[config.mk]
export PLATFORM = sky130hd
export DESIGN_NAME = ssd_scan_mux
export DESIGN_NICKNAME = d
export VERILOG_FILES = /design/src/rtl/ssd_pkg.sv /design/src/rtl/ssd_hex_decode.sv /design/src/rtl/ssd_scan_mux.sv
export SDC_FILE = /design/constraint.sdc
export NUM_CORES = 1
export LEC_CHECK = 0
export BUFFER_PORTS_ARGS = -buffer_cell sky130_fd_sc_hd__buf_4
export CAP_MARGIN = 20
export CORE_AREA = 2 2 78 80
export CTS_BUF_LIST = sky130_fd_sc_hd__clkbuf_4 sky130_fd_sc_hd__clkbuf_8
export CTS_CLUSTER_DIAMETER = 40
export DETAILED_ROUTE_END_ITERATION = 8
export DIE_AREA = 0 0 80 82
export PLACE_DENSITY_LB_ADDON = 0.1
export RECOVER_POWER = 100
export SLEW_MARGIN = 25
export SYNTH_ARGS = -nofsm -noshare
export SYNTH_HDL_FRONTEND = slang
export SYNTH_HIERARCHICAL = 1
export SYNTH_SLANG_ARGS = --single-unit
[constraint.sdc]
create_clock -name x1 -period 5.47 [get_ports x1]
set_input_delay 0.8205 -clock x1 [delete_from_list [all_inputs] [get_ports x1]]
set_output_delay 0.8205 -clock x1 [all_outputs]
set_load 0.01 [all_outputs]
[src/rtl/ssd_pkg.sv]
// Shared seven-segment constants and the scan FSM state type.
// Latency: n/a (definitions only).
// Backpressure: n/a.
package ssd_pkg;

  // All segments dark (active-low bus).
  localparam logic [7:0] SEG_OFF = 8'hFF;

  // Active-low hex glyphs, bit 7 = DP (off here), bits 6:0 = g..a.
  localparam logic [7:0] HEX_SEG [16] = '{
    8'hC0, 8'hF9, 8'hA4, 8'hB0, 8'h99, 8'h92, 8'h82, 8'hF8,
    8'h80, 8'h90, 8'h88, 8'h83, 8'hC6, 8'hA1, 8'h86, 8'h8E
  };

  typedef enum logic [1:0] {IDLE, BLANK, ON} state_t;

endpackage

[src/rtl/ssd_hex_decode.sv]
// Hex nibble to active-low seven-segment pattern with blank and decimal point.
// Latency: purely combinational.
// Backpressure: none.
module ssd_hex_decode
  import ssd_pkg::*;
(
  input  logic [3:0] val,
  input  logic       blank,
  input  logic       dp,
  output logic [7:0] seg
);

  // Blanking kills only a..g; the decimal point is always honoured.
  always_comb begin
    seg = {~dp, blank ? 7'h7F : HEX_SEG[val][6:0]};
  end

endmodule

[src/rtl/ssd_scan_mux.sv]
// Time-multiplexed seven-segment scanner with dead-time, tear-free frames and LZ blanking.
// Latency: load reaches the pins at the next frame boundary (1 .. DIGITS*CLK_DIV+1 cycles).
// Backpressure: none; load is a fire-and-forget strobe and is never stalled.
module ssd_scan_mux
  import ssd_pkg::*;
#(
  parameter int DIGITS       = 4,
  parameter int CLK_DIV      = 1250,
  parameter int BLANK_CYCLES = 16
) (
  input  logic                  x1,
  input  logic                  rst,
  input  logic                  enable,
  input  logic                  load,
  input  logic [4*DIGITS-1:0]   digits_in,
  input  logic [DIGITS-1:0]     dp_in,
  input  logic [DIGITS-1:0]     blank_mask,
  input  logic                  lz_blank,
  output logic [DIGITS-1:0]     anodes,
  output logic [7:0]            segments,
  output logic                  frame_done
);

  localparam int CW = $clog2(CLK_DIV);
  localparam int IW = (DIGITS > 1) ? $clog2(DIGITS) : 1;
  localparam logic [CW-1:0] CNT_LAST = CW'(CLK_DIV - 1);
  localparam logic [IW-1:0] IDX_LAST = IW'(DIGITS - 1);

  typedef struct packed {
    logic [4*DIGITS-1:0] dig;
    logic [DIGITS-1:0]   dp;
    logic [DIGITS-1:0]   mask;
  } frame_t;

  state_t          state, nxt_state;
  logic [CW-1:0]   cnt, nxt_cnt;
  logic [IW-1:0]   idx, nxt_idx;
  frame_t          pending, shadow, nxt_shadow;
  logic            wrap_last;
  logic [DIGITS-1:0] lz_zero;
  logic            lz_run;
  logic [3:0]      cur_val;
  logic            cur_dp;
  logic            cur_blank;
  logic [7:0]      dec_seg;

  // Next slot position; the shadow copy is taken on every entry to slot 0.
  always_comb begin
    nxt_state  = state;
    nxt_cnt    = cnt;
    nxt_idx    = idx;
    nxt_shadow = shadow;
    wrap_last  = 1'b0;
    if (!enable) begin
      nxt_state = IDLE;
      nxt_cnt   = '0;
      nxt_idx   = '0;
    end else if (state == IDLE) begin
      nxt_cnt    = '0;
      nxt_idx    = '0;
      nxt_shadow = pending;
      nxt_state  = (BLANK_CYCLES > 0) ? BLANK : ON;
    end else begin
      if (cnt == CNT_LAST) begin
        nxt_cnt = '0;
        if (idx == IDX_LAST) begin
          nxt_idx    = '0;
          nxt_shadow = pending;
          wrap_last  = 1'b1;
        end else begin
          nxt_idx = idx + 1'b1;
        end
      end else begin
        nxt_cnt = cnt + 1'b1;
      end
      nxt_state = (int'(nxt_cnt) < BLANK_CYCLES) ? BLANK : ON;
    end
  end

  // Leading-zero chain from the top digit down, then pick the digit being shown next.
  always_comb begin
    lz_run    = 1'b1;
    lz_zero   = '0;
    cur_val   = 4'd0;
    cur_dp    = 1'b0;
    cur_blank = 1'b0;
    for (int k = DIGITS - 1; k >= 0; k--) begin
      lz_run     = lz_run & (nxt_shadow.dig[4*k +: 4] == 4'd0);
      lz_zero[k] = lz_run;
    end
    for (int k = 0; k < DIGITS; k++) begin
      if (nxt_idx == IW'(k)) begin
        cur_val   = nxt_shadow.dig[4*k +: 4];
        cur_dp    = nxt_shadow.dp[k];
        cur_blank = nxt_shadow.mask[k] | (lz_blank & lz_zero[k] & (k != 0));
      end
    end
  end

  ssd_hex_decode u_dec (
    .val   (cur_val),
    .blank (cur_blank),
    .dp    (cur_dp),
    .seg   (dec_seg)
  );

  // State, counters, frame registers and registered pin drivers.
  always_ff @(posedge x1 or posedge rst) begin
    if (rst) begin
      state      <= IDLE;
      cnt        <= '0;
      idx        <= '0;
      pending    <= '0;
      shadow     <= '0;
      anodes     <= '1;
      segments   <= SEG_OFF;
      frame_done <= 1'b0;
    end else begin
      state      <= nxt_state;
      cnt        <= nxt_cnt;
      idx        <= nxt_idx;
      shadow     <= nxt_shadow;
      frame_done <= wrap_last;
      if (load) begin
        pending <= '{dig: digits_in, dp: dp_in, mask: blank_mask};
      end
      if (nxt_state == ON) begin
        anodes   <= ~(DIGITS'(1) << nxt_idx);
        segments <= dec_seg;
      end else begin
        anodes   <= '1;
        segments <= SEG_OFF;
      end
    end
  end

endmodule

## After elaboration in Yosys (flattened, before gate mapping)

Memories as Yosys holds them, arrays and structs flattened.
Cells that the tools add are included.

- Register bits after elaboration: 76
- Bits in read-only memories: 128
- Bits of input ports: 29
- Output and inout bits: 13
- Logic and storage cells: 77
- Memories: 1

Memories:

| memory | depth | bits a word | rd ports | clocked after memory_dff | write ports | line | RTL |
|---|---|---|---|---|---|---|---|
| (name not given) | 16 | 8 | 1 | 0 | 0 | ssd_hex_decode.sv:15 | `seg = {~dp, blank ? 7'h7F : HEX_SEG[val][6:0]};` |

- Add/sub/neg operators: 2
- Order comparisons: 2
- Eq/ne operators: 6
- Shifts and indexed selects: 1
- Mux-type cells: 37
- Bitwise gates (word level): 11
- Reduce and logical (&&, ||, !) cells: 5

Operators with widths:

| cell | number |
|---|---|
| 2-to-1 mux 24 bit | 4 |
| 2-to-1 mux 11 bit | 5 |
| 2-to-1 mux 7 bit | 3 |
| 2-to-1 mux 4 bit | 5 |
| 2-to-1 mux 2 bit | 7 |
| zero test 4 bit | 3 |
| 2-to-1 mux 1 bit | 12 |
| adder 11 x 1 -> 11 bit (second input constant) | 1 |
| equality test 11 bit (second input constant) | 1 |
| less-than comparator 11 x 5 -> 1 bit (second input constant) | 1 |
| equality test 2 bit (second input constant) | 4 |
| 2-to-1 mux 8 bit | 1 |
| AND 1 bit | 5 |
| >= comparator 5 bit (second input constant) | 1 |
| inverter 4 -> 5 bit | 1 |
| zero test 2 bit | 2 |
| inverter 4 bit | 1 |
| << shifter 1 x 2 -> 4 bit (first input constant) | 1 |
| OR 1 bit | 3 |
| adder 2 x 1 -> 2 bit (second input constant) | 1 |
| equality test 2 x 1 -> 1 bit (second input constant) | 1 |
| inverter 1 bit | 1 |

## Depth between registers and ports, before layout

Gate-level depths: netlist (run 1).

- Depth after elaboration: 16
- Gate-level depth with buffers: 15
- Depth with buffers taken out: 13

## Hierarchy

The synthesis (run 1) kept the hierarchy.

By module, submodules not included:

| module | instances | cells an instance | area an instance (um2) | seq. area each (um2) |
|---|---|---|---|---|
| ssd_scan_mux | 1 | 253 | 3,310.7 | 1,916.8 |
| ssd_hex_decode | 1 | 36 | 299.0 | 0.0 |

## Least setup slack after synthesis (run 1)

No wires, ideal clock.

- Kind: in2reg
- Start: in enable
- End: reg segments[1]
- Library setup time: 0.085 ns
- Arrival time: 3.313 ns
- Data required time: 5.385 ns
- Setup slack: 2.071 ns
- Stages on the path: 11
- Path buffers: 2
- Path through: o21ai_0 > or2_1 > buf_2 > buf_2 > mux2i_1 > mux2i_1 > inv_1 > ha_1 > or2_2 > a311o_1 > nand2b_1

- Word-level cells in the longest chain between the ends: 12
- Elaborated cells on any way between the ends: 33
- Those cells by class: eq/ne: 4; mux: 15; bitwise: 9; reduce/logical: 4; memory: 1

Ends and longest elaborated chain:

| item | line | RTL |
|---|---|---|
| from (decl) | ssd_scan_mux.sv:13 | `input logic enable,` |
| 2-to-1 mux 2 bit | ssd_scan_mux.sv:54 | `if (!enable) begin` |
| zero test 2 bit | ssd_scan_mux.sv:92 | `if (nxt_idx == IW'(k)) begin` |
| 2-to-1 mux 4 bit (3 in a row) | ssd_scan_mux.sv:92 |  |
| 2-to-1 mux 4 bit (*) | ssd_scan_mux.sv:92 |  |
| via cur_val[0] | ssd_scan_mux.sv:42 | `logic [3:0] cur_val;` |
| inverter 4 -> 5 bit (implied by the code) (*) | ssd_hex_decode.sv:15 |  |
| memory (16 x 8 bit) (*) | - |  |
| 2-to-1 mux 7 bit (implied by the code) (*) (2 in a row) | ssd_hex_decode.sv:15 |  |
| 2-to-1 mux 7 bit (*) | ssd_hex_decode.sv:15 |  |
| via dec_seg[1] | ssd_scan_mux.sv:45 | `logic [7:0] dec_seg;` |
| 2-to-1 mux 8 bit (*) | ssd_scan_mux.sv:127 | `if (nxt_state == ON) begin` |
| to (signal assigned) | ssd_scan_mux.sv:129 | `segments <= dec_seg;` |
| to (decl) | ssd_scan_mux.sv:20 | `output logic [7:0] segments,` |

Mark *: on every way through the listed nets, which the timed path passes. The rest lies on a longest branch. The select of a mux whose other input is x is not followed.
A chain may end at the register's enable or synchronous reset.

## Worst setup path after layout (run 1)

- Start: reg cnt[1]
- End: reg segments[1]

- Word-level cells in the longest chain between the ends: 15
- Elaborated cells on any way between the ends: 45
- Those cells by class: add/sub: 1; order compare: 1; eq/ne: 5; mux: 24; bitwise: 9; reduce/logical: 4; memory: 1

Ends and longest elaborated chain:

| item | line | RTL |
|---|---|---|
| from (decl) | ssd_scan_mux.sv:36 | `logic [CW-1:0] cnt, nxt_cnt;` |
| from (signal assigned) | ssd_scan_mux.sv:120 | `cnt <= nxt_cnt;` |
| equality test 11 bit (*) | ssd_scan_mux.sv:64 | `if (cnt == CNT_LAST) begin` |
| 2-to-1 mux 2 bit | ssd_scan_mux.sv:64 |  |
| 2-to-1 mux 2 bit | ssd_scan_mux.sv:58 | `end else if (state == IDLE) begin` |
| 2-to-1 mux 2 bit | ssd_scan_mux.sv:54 |  |
| zero test 2 bit | ssd_scan_mux.sv:92 |  |
| 2-to-1 mux 4 bit (3 in a row) | ssd_scan_mux.sv:92 |  |
| 2-to-1 mux 4 bit (*) | ssd_scan_mux.sv:92 |  |
| via cur_val[0] | ssd_scan_mux.sv:42 |  |
| inverter 4 -> 5 bit (implied by the code) (*) | ssd_hex_decode.sv:15 |  |
| memory (16 x 8 bit) (*) | - |  |
| 2-to-1 mux 7 bit (implied by the code) (*) (2 in a row) | ssd_hex_decode.sv:15 |  |
| 2-to-1 mux 7 bit (*) | ssd_hex_decode.sv:15 |  |
| via dec_seg[1] | ssd_scan_mux.sv:45 |  |
| 2-to-1 mux 8 bit (*) | ssd_scan_mux.sv:127 |  |

Marks and branches as above.

==> results of run 1 <==
## final cells by class
class                   count  area, um^2
clock buffers              12         146
clock inverters             3        15.0
fillers                   436        1710
inverters                   8        30.0
multi-input cells         192        1570
flip-flops and latches     76        1920
well taps                  75        93.8
repair buffers             44         267
## registers in the layout, summed over array words and instances (netlist names)
| name | count |
|---|---|
| cnt | 11 |
| anodes | 4 |
| frame_done | 1 |
| state | 2 |
| pending | 24 |
| shadow | 24 |
| segments | 8 |
| idx | 2 |
## cell families after synthesis
kind of cell / synth area share
AO/OA/AOI/OAI: 0.0430
AND/OR/NAND/NOR: 0.125
adder cells (fa/ha/maj): 0.0347
multiplexers: 0.212
buffers and inverters: 0.0295
flip-flops: 0.531
XOR/XNOR: 0.0243
## synthesized netlist by cell type, drive strengths merged (5+ instances only)
cell / count / area (um^2)
dfrtp: 64 / 1600
mux2: 52 / 586
nor2: 20 / 75.1
mux2i: 18 / 180
dfstp: 12 / 315
nand2: 12 / 45.0
ha: 10 / 125
nand2b: 10 / 62.6
nand3: 9 / 45.0
buf: 8 / 57.6
inv: 8 / 30.0
nor4: 7 / 43.8
xnor2: 7 / 61.3
a21oi: 5 / 36.3
and3: 5 / 31.3
clkbuf: 5 / 18.8
nor2b: 5 / 33.8
o21ai: 5 / 28.8
## layout by cell type (no fill, tap or decap), drive strengths merged
cell type  synthesis  final
nand4              1      1
o221ai             1      1
a32oi              2      2
inv                8      8
mux2i             18     18
nand2             12     12
a311o              1      1
nand2b            10     10
nor2              20     20
nor4               7      7
nor3               3      3
and4bb             1      1
nand3b             1      1
mux2              52     52
or2b               1      1
o211ai             1      1
or3                1      1
and3               5      5
nor4b              2      2
o21ai              5      5
a221o              3      3
clkinv             0      3
a21oi              5      5
clkbuf             5     30
a211o              1      1
or4                1      1
nand3              9      9
nor2b              5      5
dfstp             12     12
a22oi              1      1
xor2               3      3
buf                8     26
dfrtp             64     64
xnor2              7      7
ha                10     10
or2                3      3
## per-stage QoR
| step | std cells | hold slack, ns | total power, mW | setup slack [ns] | instance area, um^2 |
|---|---|---|---|---|---|
| after detailed placement | 395 | 0.476 | 0.856 | 1.34 | 3960 |
| after floorplan | 289 | 0.454 | 0.802 | 2.07 | 3610 |
| final | 410 | 0.488 | 1.20 | 1.12 | 4040 |
| after CTS | 410 | 0.395 | 1.22 | 1.32 | 4120 |
| after global placement | 395 | 0.468 | 0.848 | 1.42 | 3960 |
| after global routing | 410 | 0.512 | 1.26 | 0.583 | 4040 |
## per-layer routing
layer | track usage | wire length, um | up-vias
met5 | 0 | 0 | -
met4 | 0.0949 | 111 | 0
met3 | 0.0516 | 234 | 10
met2 | 0.363 | 3180 | 41
met1 | 0.278 | 2860 | 1136
li1 | - | - | 1102
## final timing paths
path / startpoint / end / slack (ns)
max: cnt[1] / segments[1] / 1.12
min: rst / pending[0] / 0.49
max reg2reg: cnt[1] / segments[1] / 1.12
min reg2reg: shadow[2] / shadow[2] / 0.49
max in group asynchronous: rst / shadow[22] / 1.41
min in group x1: shadow[2] / shadow[2] / 0.49
## worst max-delay path, stage by stage (launching register included)
cell                       delay [ns]
sky130_fd_sc_hd__dfrtp_1         0.40
sky130_fd_sc_hd__inv_1           0.06
sky130_fd_sc_hd__ha_1            0.12
sky130_fd_sc_hd__and4bb_1        0.19
sky130_fd_sc_hd__nand4_1         0.25
sky130_fd_sc_hd__or3_2           0.50
sky130_fd_sc_hd__a21oi_1         0.92
sky130_fd_sc_hd__mux2i_1         0.55
sky130_fd_sc_hd__inv_1           0.19
sky130_fd_sc_hd__ha_1            0.32
sky130_fd_sc_hd__or2_2           0.30
sky130_fd_sc_hd__a311o_1         0.30
sky130_fd_sc_hd__nand2b_1        0.14
## power breakdown
part | switching, mW | internal (mW) | leakage (nW)
sequential | 0.0263 | 0.616 | 0.910
combinational | 0.0982 | 0.0994 | 0.786
clock | 0.184 | 0.175 | 0.0902
==> results, run 1 <==
- The run finished, with violations left.
- The final reports fail on max-capacitance violations, max-slew violations.
- The overall routing resource usage is 0.220.
- Of the synthesized area, sequential elements account for 0.531.
- Yosys mapped a number of flops with a built-in enable equal to 0.
- The total nets after synthesis is approximately 330.
- Setup violations remaining at the end of the flow were counted as 0.
- Using the TritonRoute via totals, the vias-per-cell ratio works out to 5.58.
- Synthesis instantiated 43 different standard cells from the library.
- Gates resized during post-CTS repair numbered 0.
- Among all flip-flop cells after synthesis, the most frequent one is sky130_fd_sc_hd__dfrtp_1.
- The largest vdd supply drop is 0.210 mV.
- The final cycle utilization of the critical path is 0.795.
- From bottom edge to top edge, the die measures 82 um.
- The routed layout has 2289 vias.
- For this run the aggregate overflow at the end of global routing stands at 0.
- Across the routed clock network, the largest skew measured is between 0.003 and 0.004 ns.
- The number of max-slew violations in the final report came to 66.
- The clock tree from TritonCTS is built.
- 0 antenna diodes ended up in the layout.
- Input and output buffers added on the ports amount to 41.
- For the worst flop-to-flop path, the logic depth is 12.
- Data arrives at the worst endpoint at 4.58 ns.
- For the finished layout, the period the worst path requires is 4.35 ns.
- The final cell utilization of the core is 0.703.
- Setup repair after global routing left no endpoint under its margin.
- Power spread over the standard cell area amounts to between 200 and 300 nW/um^2.
- Timing would allow up to 230 MHz.
- The startpoint kind of the worst setup timing path is a flip-flop.
- The congestion estimate from routability-driven global placement came to 0.861.
- The length of the first detailed-routing pass in iterations is 4.
- Hold repair after CTS inserted 0 buffers.
- The relative area change from synthesis to final layout is 11.9%.
- The initial utilization of the core area, before any placement, comes to 0.628.
- After legalization and detailed placement, the total HPWL measured ~4500 um.
- The class of the most critical hold timing path is in -> async.
- The setup fix buffers added after clock tree synthesis is 0.
- Summing every instance area after synthesis gives approximately 3600 um^2.
- Summed over all layers, the routed wires come to 6380 um.
- The number of top-level pins is 42.
- The category of the critical setup timing path is reg -> reg.
- The maximum buffer depth of the clock tree is 2.
- The share of synthesized registers carrying an async set or reset is 1.00.
- The final layout contains 370 nets.
- The number of global-route vias before repair came to 2306.
- Data on the critical path is required at its endpoint by 5.71 ns.
- The detailed router finished its first iteration with 84 violations.
- The kind of end point of the critical path is a flip-flop.
- The summed negative setup slack over all endpoints is 0 ns.
- The chip width is 80 um.
- The synthesized design contains 76 register bits.
- The number of antenna violations at the first check in global routing is 0.
- The relative slew slack is -1.26.
- The number of hold violations in the final report is 0.
- The clock buffer count from CTS is 9.
- The max-cap violation count is 1.
- The average instance in the mapped netlist occupies 12.5 um^2.
- The DRC violation count after routing is 0.
- The full die area is 6560 um^2.
- Synthesis produced a netlist whose cell count is between 200 and 300.
- Clock-pin slew was measured on the worst setup and hold paths at 0.07 ns.
- The analysis attributes to cell leakage a power of 1.79 nW.
- Entering global routing, the biggest net connects 66 pins.
- The later pin in the worst-skew pair is clocked with a latency of about 0.34 ns.
- Along the worst path, the maximum fanout reaches 14.
- The first global-routing pass estimated 10900 um of wire.
- During synthesis, Yosys emitted a total of 6 warnings.
- The H-tree generated during clock tree synthesis spans 3 levels.
- The core region is 5750 um^2.
- The root cell of the clock tree is sky130_fd_sc_hd__clkbuf_8.
- The slew at the pin closest to its max-slew limit is 3.39 ns.
- The number of sinks on the clock net is 76.
- Dividing the detail-routed wire length by the instance count gives between 15 and 20 um.
- The layout cell share with drive strength beyond 1 is 0.278.
- In this run the remaining antenna-violating nets after routing total 0.
- The floorplan has 28 rows.
Note: power is estimated with default switching activity, not from simulation.
==> run 2: changes to the inputs <==
--- a/config.mk
+++ b/config.mk
@@ -5,13 +5,14 @@
 export SDC_FILE = /design/constraint.sdc
 export NUM_CORES = 1
 export LEC_CHECK = 0
+export ABC_AREA = 1
 export BUFFER_PORTS_ARGS = -buffer_cell sky130_fd_sc_hd__buf_4
 export CAP_MARGIN = 20
-export CORE_AREA = 2 2 78 80
+export CORE_AREA = 2 2 86 88
 export CTS_BUF_LIST = sky130_fd_sc_hd__clkbuf_4 sky130_fd_sc_hd__clkbuf_8
 export CTS_CLUSTER_DIAMETER = 40
 export DETAILED_ROUTE_END_ITERATION = 8
-export DIE_AREA = 0 0 80 82
+export DIE_AREA = 0 0 88 90
 export PLACE_DENSITY_LB_ADDON = 0.1
 export RECOVER_POWER = 100
 export SLEW_MARGIN = 25
==> constraint.sdc (replaced) <==
create_clock -name x1 -period 3.7 [get_ports x1]
set_input_delay 0.555 -clock x1 [delete_from_list [all_inputs] [get_ports x1]]
set_output_delay 0.555 -clock x1 [all_outputs]
set_load 0.01 [all_outputs]
==> run 2 against run 1 <==
Net effect:
- the flow still finishes with violations (max-capacitance violations, max-slew violations)
- sequential share of layout area is 1.4 points lower
- register-to-register slack lost 0.73 ns
- cell area increased by 3.0%
- clock power grew 73%
- critical endpoint is now segments[3]
- largest cell class unchanged
==> results, run 2 <==
- The flow ran to the end, but the final reports show violations.
- The final reports fail on max-capacitance violations, max-slew violations.
- Relative to the synthesized area, the layout overhead comes to 11.7%.
- The number of max-slew violations in the final report is 33 (-50%).
- The max-cap violation count was 1 (unchanged).
- The half-perimeter wire length after detailed placement is 5350 um (+19%).
- The number of global-route vias before repair came to 2819 (+22%).
- The via total after detailed routing is 2805 (+23%).
- The number of sinks on the clock net came to 76 (unchanged).
- The number of enable-type register cells in the synthesized netlist came to 0 (unchanged).
- The net count reported at finish was 510 (+38%).
- The tightest min-delay check is of the in -> async type.
- The CTS H-tree depth was 3 (unchanged).
- The clock latency at the later pin of the worst-skew pair is 0.36 ns (+0.02 ns).
- Setup repair after global routing left no endpoint under its margin.
- For this run, the leading register cell type out of synthesis is sky130_fd_sc_hd__dfrtp_1.
- The data required time of the critical path is 3.95 ns (-1.76 ns).
- The length of the first detailed-routing pass in iterations is 4 (unchanged).
- The setup fix buffers added after clock tree synthesis came to 0 (unchanged).
- The count of cells resized by post-cts repair came to 0 (unchanged).
- The number of warning messages in the yosys log is 6 (unchanged).
- The reported net switching power is 0.511 mW (+66%).
- The average cell area after synthesis is 8.66 um^2 (-31%).
- The total nets after synthesis was 469 (+43%).
- The routed length per instance is 12.6 um (-19%).
- The clock tree from TritonCTS is built.
- The layout cell share with drive strength beyond 1 was 0.168 (-0.110).
- sky130_fd_sc_hd__dfrtp_1 takes more of the synthesized area than any other cell.
- The filler cell count in the final layout is 672 (+54%).
- The synthesis-stage register bit count is 76 (unchanged).
- The number of top-level pins was 42 (unchanged).
- The share of synthesized registers carrying an async set or reset is 1.00 (unchanged).
- The standard cell core area was 7020 um^2 (+22%).
- The shortest period the worst path allows is 3.31 ns (-1.04 ns).
- The largest registers in the layout are pending: 24 flops, shadow: 24 flops, cnt: 11 flops.
- Ranked by instance count, the synthesized netlist is headed by 110 x sky130_fd_sc_hd__nand2_1, 77 x sky130_fd_sc_hd__inv_1, 64 x sky130_fd_sc_hd__dfrtp_1.
- The via-per-instance ratio is 4.88 (-13%).
- The root cell of the clock tree is sky130_fd_sc_hd__clkbuf_8.
- The total power is 1.81 mW (+51%).
- The aggregate routed wire length is 7240 um (+14%).
- The leakage power total is 2.09 nW (+17%).
- The critical path in this run is classified as reg -> reg.
- The full die area is 7920 um^2 (+21%).
- The fraction of power spent switching nets is 0.283 (+0.0258).
- The antenna violation net count after detailed routing is 0 (unchanged).
- The startpoint kind of the worst setup timing path is a flip-flop.
- The worst-path maximum fanout is 8 (-6).
- The power share of the sequential group is 0.506 (-0.030).
- The initial standard-cell utilization of the core came to 0.530 (-0.0979).
- The achievable frequency is 302 MHz (+31%).
- Sorting the synthesized cells by area gives the leading types as sky130_fd_sc_hd__dfrtp_1 43%, sky130_fd_sc_hd__nand2_1 11%, sky130_fd_sc_hd__dfstp_2 8.5%, sky130_fd_sc_hd__inv_1 7.8%, sky130_fd_sc_hd__nand3_1 4.4%.
- The final cycle utilization of the critical path is 0.894 (+0.0993).
- The total congestion overflow after global routing is 0 (unchanged).
- The combinational group share of total power is 0.150 (-0.015).
- The routability congestion estimate from global placement was 0.864 (+0.29%).
- The number of diodes added for antenna fixing came to 0 (unchanged).
- In the layout the commonest cells are 111 x sky130_fd_sc_hd__nand2_1, 77 x sky130_fd_sc_hd__inv_1, 64 x sky130_fd_sc_hd__dfrtp_1, 38 x sky130_fd_sc_hd__o21ai_0, 33 x sky130_fd_sc_hd__nand3_1.
- The overall die height was 90 um (+9.8%).
- The netlist area before placement came to 3720 um^2 (+3.2%).
- The worst clock skew is 0.00756 ns (+0.00366 ns).
- The number of buffers added to fix hold violations after cts came to 0 (unchanged).
- The summed negative setup slack over all endpoints is 0 ns (unchanged).
- The global-route wire length before repair is 12600 um (+16%).
- The library cell used most frequently in the layout, excluding fill and tap cells, is sky130_fd_sc_hd__nand2_1.
- The relative slew slack is -0.132 (+1.13).
- The clock buffer count from CTS is 9 (unchanged).
- The internal power summed over all cells came to 1.30 mW (+46%).
- The maximum buffer depth of the clock tree is 2 (unchanged).
- The detailed router's first-iteration violation count is 143 (+70%).
- The largest net degree at the start of global routing was 43 (-35%).
- The clock transition at the registers of the reported paths is 0.08 ns (about the same).
- STA classifies the critical path endpoint as a flip-flop.
- The proportion of netlist area held by the largest area contributor is 0.430 (-0.0136).
- The number of endpoints failing setup at the final stage is 0 (unchanged).
- The power share of the clock group came to 0.344 (+0.045).
- The power density of the placed cells is 434 nW/um^2 (+46%).
- The number of standard cells after synthesis is 430 (+49%).
- The number of buffers inserted by port buffering is 41 (unchanged).
- The largest vdd supply drop is 0.304 mV (+45%).
- The chip width came to 88 um (+10%).
- The most frequently used cell type in the post-synthesis netlist is sky130_fd_sc_hd__nand2_1.
- The number of hold violations in the final report is 0 (unchanged).
- The slew at the pin closest to its max-slew limit is 1.70 ns (-1.69 ns).
- The number of cell rows was 31 (+11%).
- The proportion of synthesized chip area in sequential cells is 0.515 (-0.0162).
- The overall routing resource usage was 0.206 (-0.0132).
- The DRC violation count after routing came to 0 (unchanged).
- The unique cell type count in the Yosys netlist is 37 (-14%).
- The number of antenna violations at the first check in global routing came to 0 (unchanged).
- The critical path data arrival time was 3.56 ns (-1.02 ns).
## run 2: cell count changes in the layout (fill, tap and decap cells not counted), sizes merged, moves of 5 or more
cell	previous run	this run
o21ai	5	40
xnor2	7	1
mux2i	18	0
and3	5	0
nand2b	10	0
inv	8	81
nor4	7	1
nor2b	5	0
mux2	52	6
nand2	12	115
nand3	9	36
nor2	20	29
## run 2: layer usage
layer  share of wire  track usage
met5               0            0
met4           0.019       0.0859
met3           0.041       0.0496
met2            0.48        0.321
met1            0.46        0.275
## run 2: worst paths after layout
check	endpoint	slack [ns]	startpoint	cells after the start
max	segments[3]	0.39	cnt[1]	17
min reg2reg	cnt[0]	0.50	cnt[0]	1
max reg2reg	segments[3]	0.39	cnt[1]	17
min in group x1	pending[8]	0.39	digits_in[0]	3
max in group asynchronous	pending[13]	1.31	rst	3
min	shadow[13]	0.35	rst	2
## run 2: critical path, stage by stage, from the launching register on
cell and delay (ns):
sky130_fd_sc_hd__dfrtp_1 0.40, sky130_fd_sc_hd__inv_1 0.07, sky130_fd_sc_hd__ha_1 0.13, sky130_fd_sc_hd__nand2_1 0.08, sky130_fd_sc_hd__nor2_4 0.13, sky130_fd_sc_hd__nand3_2 0.19
sky130_fd_sc_hd__xnor2_1 0.24, sky130_fd_sc_hd__nand3_2 0.17, sky130_fd_sc_hd__nor2_1 0.45, sky130_fd_sc_hd__a22oi_1 0.18, sky130_fd_sc_hd__o211ai_1 0.25, sky130_fd_sc_hd__inv_1 0.22
sky130_fd_sc_hd__ha_1 0.36, sky130_fd_sc_hd__nand2_1 0.05, sky130_fd_sc_hd__nand3_1 0.10, sky130_fd_sc_hd__nand3_1 0.07, sky130_fd_sc_hd__inv_1 0.06, sky130_fd_sc_hd__nand2_1 0.05
## run 2: kinds of logic (layout without fill, tap and decap cells)
family,Yosys count,in the layout,synth area share
adders and majority gates,10,10,0.0336
AOI/OAI and AO/OA,53,53,0.0843
DFF,76,76,0.515
xor gates and xnor gates,5,5,0.0118
buffers and inverters,94,140,0.107
and+or+nand+nor,186,186,0.230
muxes,6,6,0.0181
## run 2: layout make-up
type / instances / area, um^2 / area share
clock buffers: 9 / 124 / 0.0298
multi-input cells: 260 / 1360 / 0.327
flip-flops and latches: 76 / 1920 / 0.461
well taps: 99 / 124 / 0.0298
clock inverters: 7 / 67.6 / 0.0162
repair buffers: 43 / 263 / 0.0632
inverters: 81 / 304 / 0.0731
## run 2: power groups by stage
stage | registers (mW) | logic, mW | clock network [mW]
floorplan | 0.926 | 0.209 | 0
global placement | 0.930 | 0.269 | 0
detailed placement | 0.933 | 0.276 | 0
CTS | 0.916 | 0.280 | 0.636
global route | 0.922 | 0.318 | 0.672
finish | 0.915 | 0.271 | 0.622
## run 2: per-stage QoR
step                hold slack [ns]  setup WS [ns]   util  area, um^2  cells
floorplan                     0.461           1.08      -        3720    430
global placement              0.486          0.488  0.580        4080    559
detailed placement            0.489          0.450  0.580        4080    559
CTS                           0.214          0.438  0.608        4270    575
global route                  0.398         0.0776  0.592        4160    575
finish                        0.354          0.392  0.592        4160    575
==> run 3: changes to the inputs <==
--- a/config.mk
+++ b/config.mk
@@ -8,11 +8,11 @@
 export ABC_AREA = 1
 export BUFFER_PORTS_ARGS = -buffer_cell sky130_fd_sc_hd__buf_4
 export CAP_MARGIN = 20
-export CORE_AREA = 2 2 86 88
-export CTS_BUF_LIST = sky130_fd_sc_hd__clkbuf_4 sky130_fd_sc_hd__clkbuf_8
+export CORE_AREA = 2 2 87 89
+export CTS_BUF_LIST = sky130_fd_sc_hd__clkbuf_16
 export CTS_CLUSTER_DIAMETER = 40
 export DETAILED_ROUTE_END_ITERATION = 8
-export DIE_AREA = 0 0 88 90
+export DIE_AREA = 0 0 89 91
 export PLACE_DENSITY_LB_ADDON = 0.1
 export RECOVER_POWER = 100
 export SLEW_MARGIN = 25
==> run 3 against run 2 <==
Net effect:
- the run still ends with max-capacitance violations, max-slew violations left
- sequential power barely moved
- cell area rose by 3.6%
- clock power rose by 60%
- register-to-register slack improved by 0.07 ns
- maximum frequency rose by 2.2%
- critical endpoint unchanged
- via count fell by 1.2%
- core utilization rose by 1.1 points
- clock-buffer cell count did not move
==> results, run 3 (same netlist as run 2, synthesis figures left out) <==
- The antenna violation net count after detailed routing came to 0 (unchanged).
- The area growth from synthesis to layout is 15.7%.
- The length of the first detailed-routing pass in iterations is 4 (unchanged).
- The endpoint of the worst setup timing path is segments[3].
- The power share of the sequential group was 0.421 (-0.085).
- The layout cell share with drive strength beyond 1 is 0.164 (-0.00420).
- The aggregate routed wire length is 7080 um (-2.3%).
- The final setup slack of the worst path was 0.463 ns (+0.0703 ns).
- The largest vdd supply drop is 0.276 mV (-9.1%).
- The worst setup slack for register-to-register paths is 0.46 ns (+0.07 ns).
- The combinational group share of total power came to 0.123 (-0.027).
- Tracing the worst setup path back leads to its startpoint at cnt[1].
- In this run the worst hold path is classified as in -> reg.
- The initial standard-cell utilization of the core is 0.522 (-0.00865).
- The via total after detailed routing is 2772 (-1.2%).
- The largest net degree at the start of global routing is 43 (unchanged).
- The max-cap violation count is 3 (+2).
- The number of buffers inserted by port buffering is 41 (unchanged).
- The clock transition at the registers of the reported paths was 0.06 ns (-0.02 ns).
- The global-route wire length before repair is 12700 um (+0.11%).
- The critical path is of the reg -> reg type.
- The setup fix buffers added after clock tree synthesis was 0 (unchanged).
- The relative slew slack came to -0.437 (-0.305).
- The number of hold violations in the final report was 0 (unchanged).
- STA classifies the critical path startpoint as a flip-flop.
- The CTS H-tree depth is 3 (unchanged).
- The full die area is 8100 um^2 (+2.3%).
- The summed negative setup slack over all endpoints was 0 ns (unchanged).
- The overall die height was 91 um (+1.1%).
- The final reports fail on max-capacitance violations, max-slew violations.
- The routed length per instance came to 12.3 um (-2.3%).
- The maximum buffer depth of the clock tree is 2 (unchanged).
- The number of buffers added to fix hold violations after cts is 0 (unchanged).
- Leaving out fill and tap cells, the most frequent cell in the layout is sky130_fd_sc_hd__nand2_1.
- The count of cells resized by post-cts repair is 0 (unchanged).
- The final cell utilization of the core was 0.604 (+0.0114).
- The via-per-instance ratio came to 4.82 (-1.2%).
- The post-placement worst setup slack is 0.438 ns (-0.0118 ns).
- The number of max-slew violations in the final report is 78 (+140%).
- Setup repair after global routing left no endpoint under its margin.
- The fraction of power spent switching nets was 0.245 (-0.0376).
- The worst reg2reg path endpoint is segments[3].
- The power density of the placed cells was 506 nW/um^2 (+16%).
- The net count reported at finish was 510 (unchanged).
- The clock latency at the later pin of the worst-skew pair is 0.33 ns (-0.03 ns).
- The power share of the clock group is 0.456 (+0.112).
- In the final layout, the registers with the most flip-flops are pending: 24 flops, shadow: 24 flops, cnt: 11 flops.
- The shortest period the worst path allows is 3.24 ns (-0.0703 ns).
- The reported net switching power is 0.535 mW (+4.7%).
- The run finished, with violations left.
- The worst-path maximum fanout is 39 (+31).
- The number of sinks on the clock net was 76 (unchanged).
- The half-perimeter wire length after detailed placement is 5030 um (-5.9%).
- The number of cell rows is 31 (unchanged).
- The filler-free cell count of the finished design came to 575 (unchanged).
- The logic depth of the worst register-to-register path is 17 (unchanged).
- The number of diodes added for antenna fixing was 0 (unchanged).
- The total congestion overflow after global routing came to 0 (unchanged).
- The detailed router's first-iteration violation count is 162 (+13%).
- The DRC violation count after routing is 0 (unchanged).
- The kind of end point of the critical path is a flip-flop.
- The final cycle utilization of the critical path is 0.875 (-0.0190).
- The clock buffer count from CTS is 9 (unchanged).
- The achievable frequency is 309 MHz (+2.2%).
- The clock tree from TritonCTS is built.
- The standard cell core area is 7140 um^2 (+1.7%).
- The library cells used most frequently in the layout, excluding fill and tap cells, are 111 x sky130_fd_sc_hd__nand2_1, 77 x sky130_fd_sc_hd__inv_1, 64 x sky130_fd_sc_hd__dfrtp_1, 39 x sky130_fd_sc_hd__o21ai_0, 33 x sky130_fd_sc_hd__nand3_1.
- The placed cell count is 559 (unchanged).
- The routability congestion estimate from global placement is 0.854 (-1.1%).
- The root cell of the clock tree is sky130_fd_sc_hd__clkbuf_16.
- The slew at the pin closest to its max-slew limit came to 2.16 ns (+0.457 ns).
- The leakage power total is 2.15 nW (+3.2%).
- The internal power summed over all cells is 1.65 mW (+27%).
- The chip width is 89 um (+1.1%).
- The overall routing resource usage was 0.202 (-0.00461).
- In this run the critical register-to-register path is launched from cnt[1].
- The filler cell count in the final layout is 684 (+1.8%).
- The number of global-route vias before repair is 2737 (-2.9%).
- The number of antenna violations at the first check in global routing came to 0 (unchanged).
- The worst clock skew was 0.00739 ns (-0.000170 ns).
- The number of top-level pins is 42 (unchanged).
- The critical path data arrival time is 3.46 ns (-0.10 ns).
- The data required time of the critical path is 3.92 ns (-0.03 ns).
- The number of endpoints failing setup at the final stage is 0 (unchanged).
[run 3: cell type report]
type | instances | area [um^2] | share of cell area
Clock buffer | 9 | 225 | 0.0523
Multi-Input combinational cell | 260 | 1360 | 0.316
Sequential cell | 76 | 1920 | 0.445
Clock inverter | 7 | 115 | 0.0267
Inverter | 81 | 304 | 0.0706
Tap cell | 99 | 124 | 0.0287
Timing Repair Buffer | 43 | 263 | 0.0610
[run 3: through the flow]
step	power (mW)	instance area (um^2)	hold slack [ns]
floorplan	1.14	3720	0.461
global placement	1.20	4080	0.482
detailed placement	1.21	4080	0.488
CTS	2.21	4420	0.339
global route	2.29	4310	0.432
finish	2.18	4310	0.423
[run 3: worst min-delay path by stage]
stage	startpoint	endpoint	slack [ns]	depth (start not counted)
finish	digits_in[2]	pending[10]	0.42	3
global route	digits_in[12]	pending[20]	0.43	3
CTS	rst	cnt[0]	0.34	3
detailed placement	cnt[0]	cnt[0]	0.49	1
global placement	cnt[0]	cnt[0]	0.48	1
floorplan	cnt[0]	cnt[0]	0.46	1
[run 3: worst max-delay path, cell delays in order (launching register included)]
cell and delay (ns):
sky130_fd_sc_hd__dfrtp_1 0.39, sky130_fd_sc_hd__inv_1 0.06, sky130_fd_sc_hd__ha_1 0.13, sky130_fd_sc_hd__nand2_1 0.08
sky130_fd_sc_hd__nor2_4 0.12, sky130_fd_sc_hd__nand4_1 0.22, sky130_fd_sc_hd__nand2_4 0.20, sky130_fd_sc_hd__nand2_4 0.23
sky130_fd_sc_hd__nand2_1 0.19, sky130_fd_sc_hd__o21ai_4 0.09, sky130_fd_sc_hd__o2111ai_1 0.73, sky130_fd_sc_hd__inv_1 0.25
sky130_fd_sc_hd__nand2_1 0.12, sky130_fd_sc_hd__nand2_1 0.05, sky130_fd_sc_hd__nand2_1 0.06, sky130_fd_sc_hd__nand3_1 0.08
sky130_fd_sc_hd__inv_1 0.05, sky130_fd_sc_hd__nand2_1 0.05
[run 3: power by group through the flow]
stage | Sequential, mW | Clock [mW] | Combinational (mW)
6_report | 0.918 | 0.995 | 0.268
5_1_grt | 0.925 | 1.05 | 0.316
4_1_cts | 0.918 | 1.01 | 0.278
3_5_place_dp | 0.932 | 0 | 0.274
3_3_place_gp | 0.930 | 0 | 0.270
2_1_floorplan | 0.926 | 0 | 0.209
[run 3: per-layer routing]
| layer | part of all wire | global-route usage | up-vias |
|---|---|---|---|
| li1 | - | - | 1411 |
| met1 | 0.46 | 0.281 | 1308 |
| met2 | 0.48 | 0.314 | 45 |
| met3 | 0.042 | 0.0545 | 8 |
| met4 | 0.013 | 0.0522 | 0 |
| met5 | 0 | 0 | - |
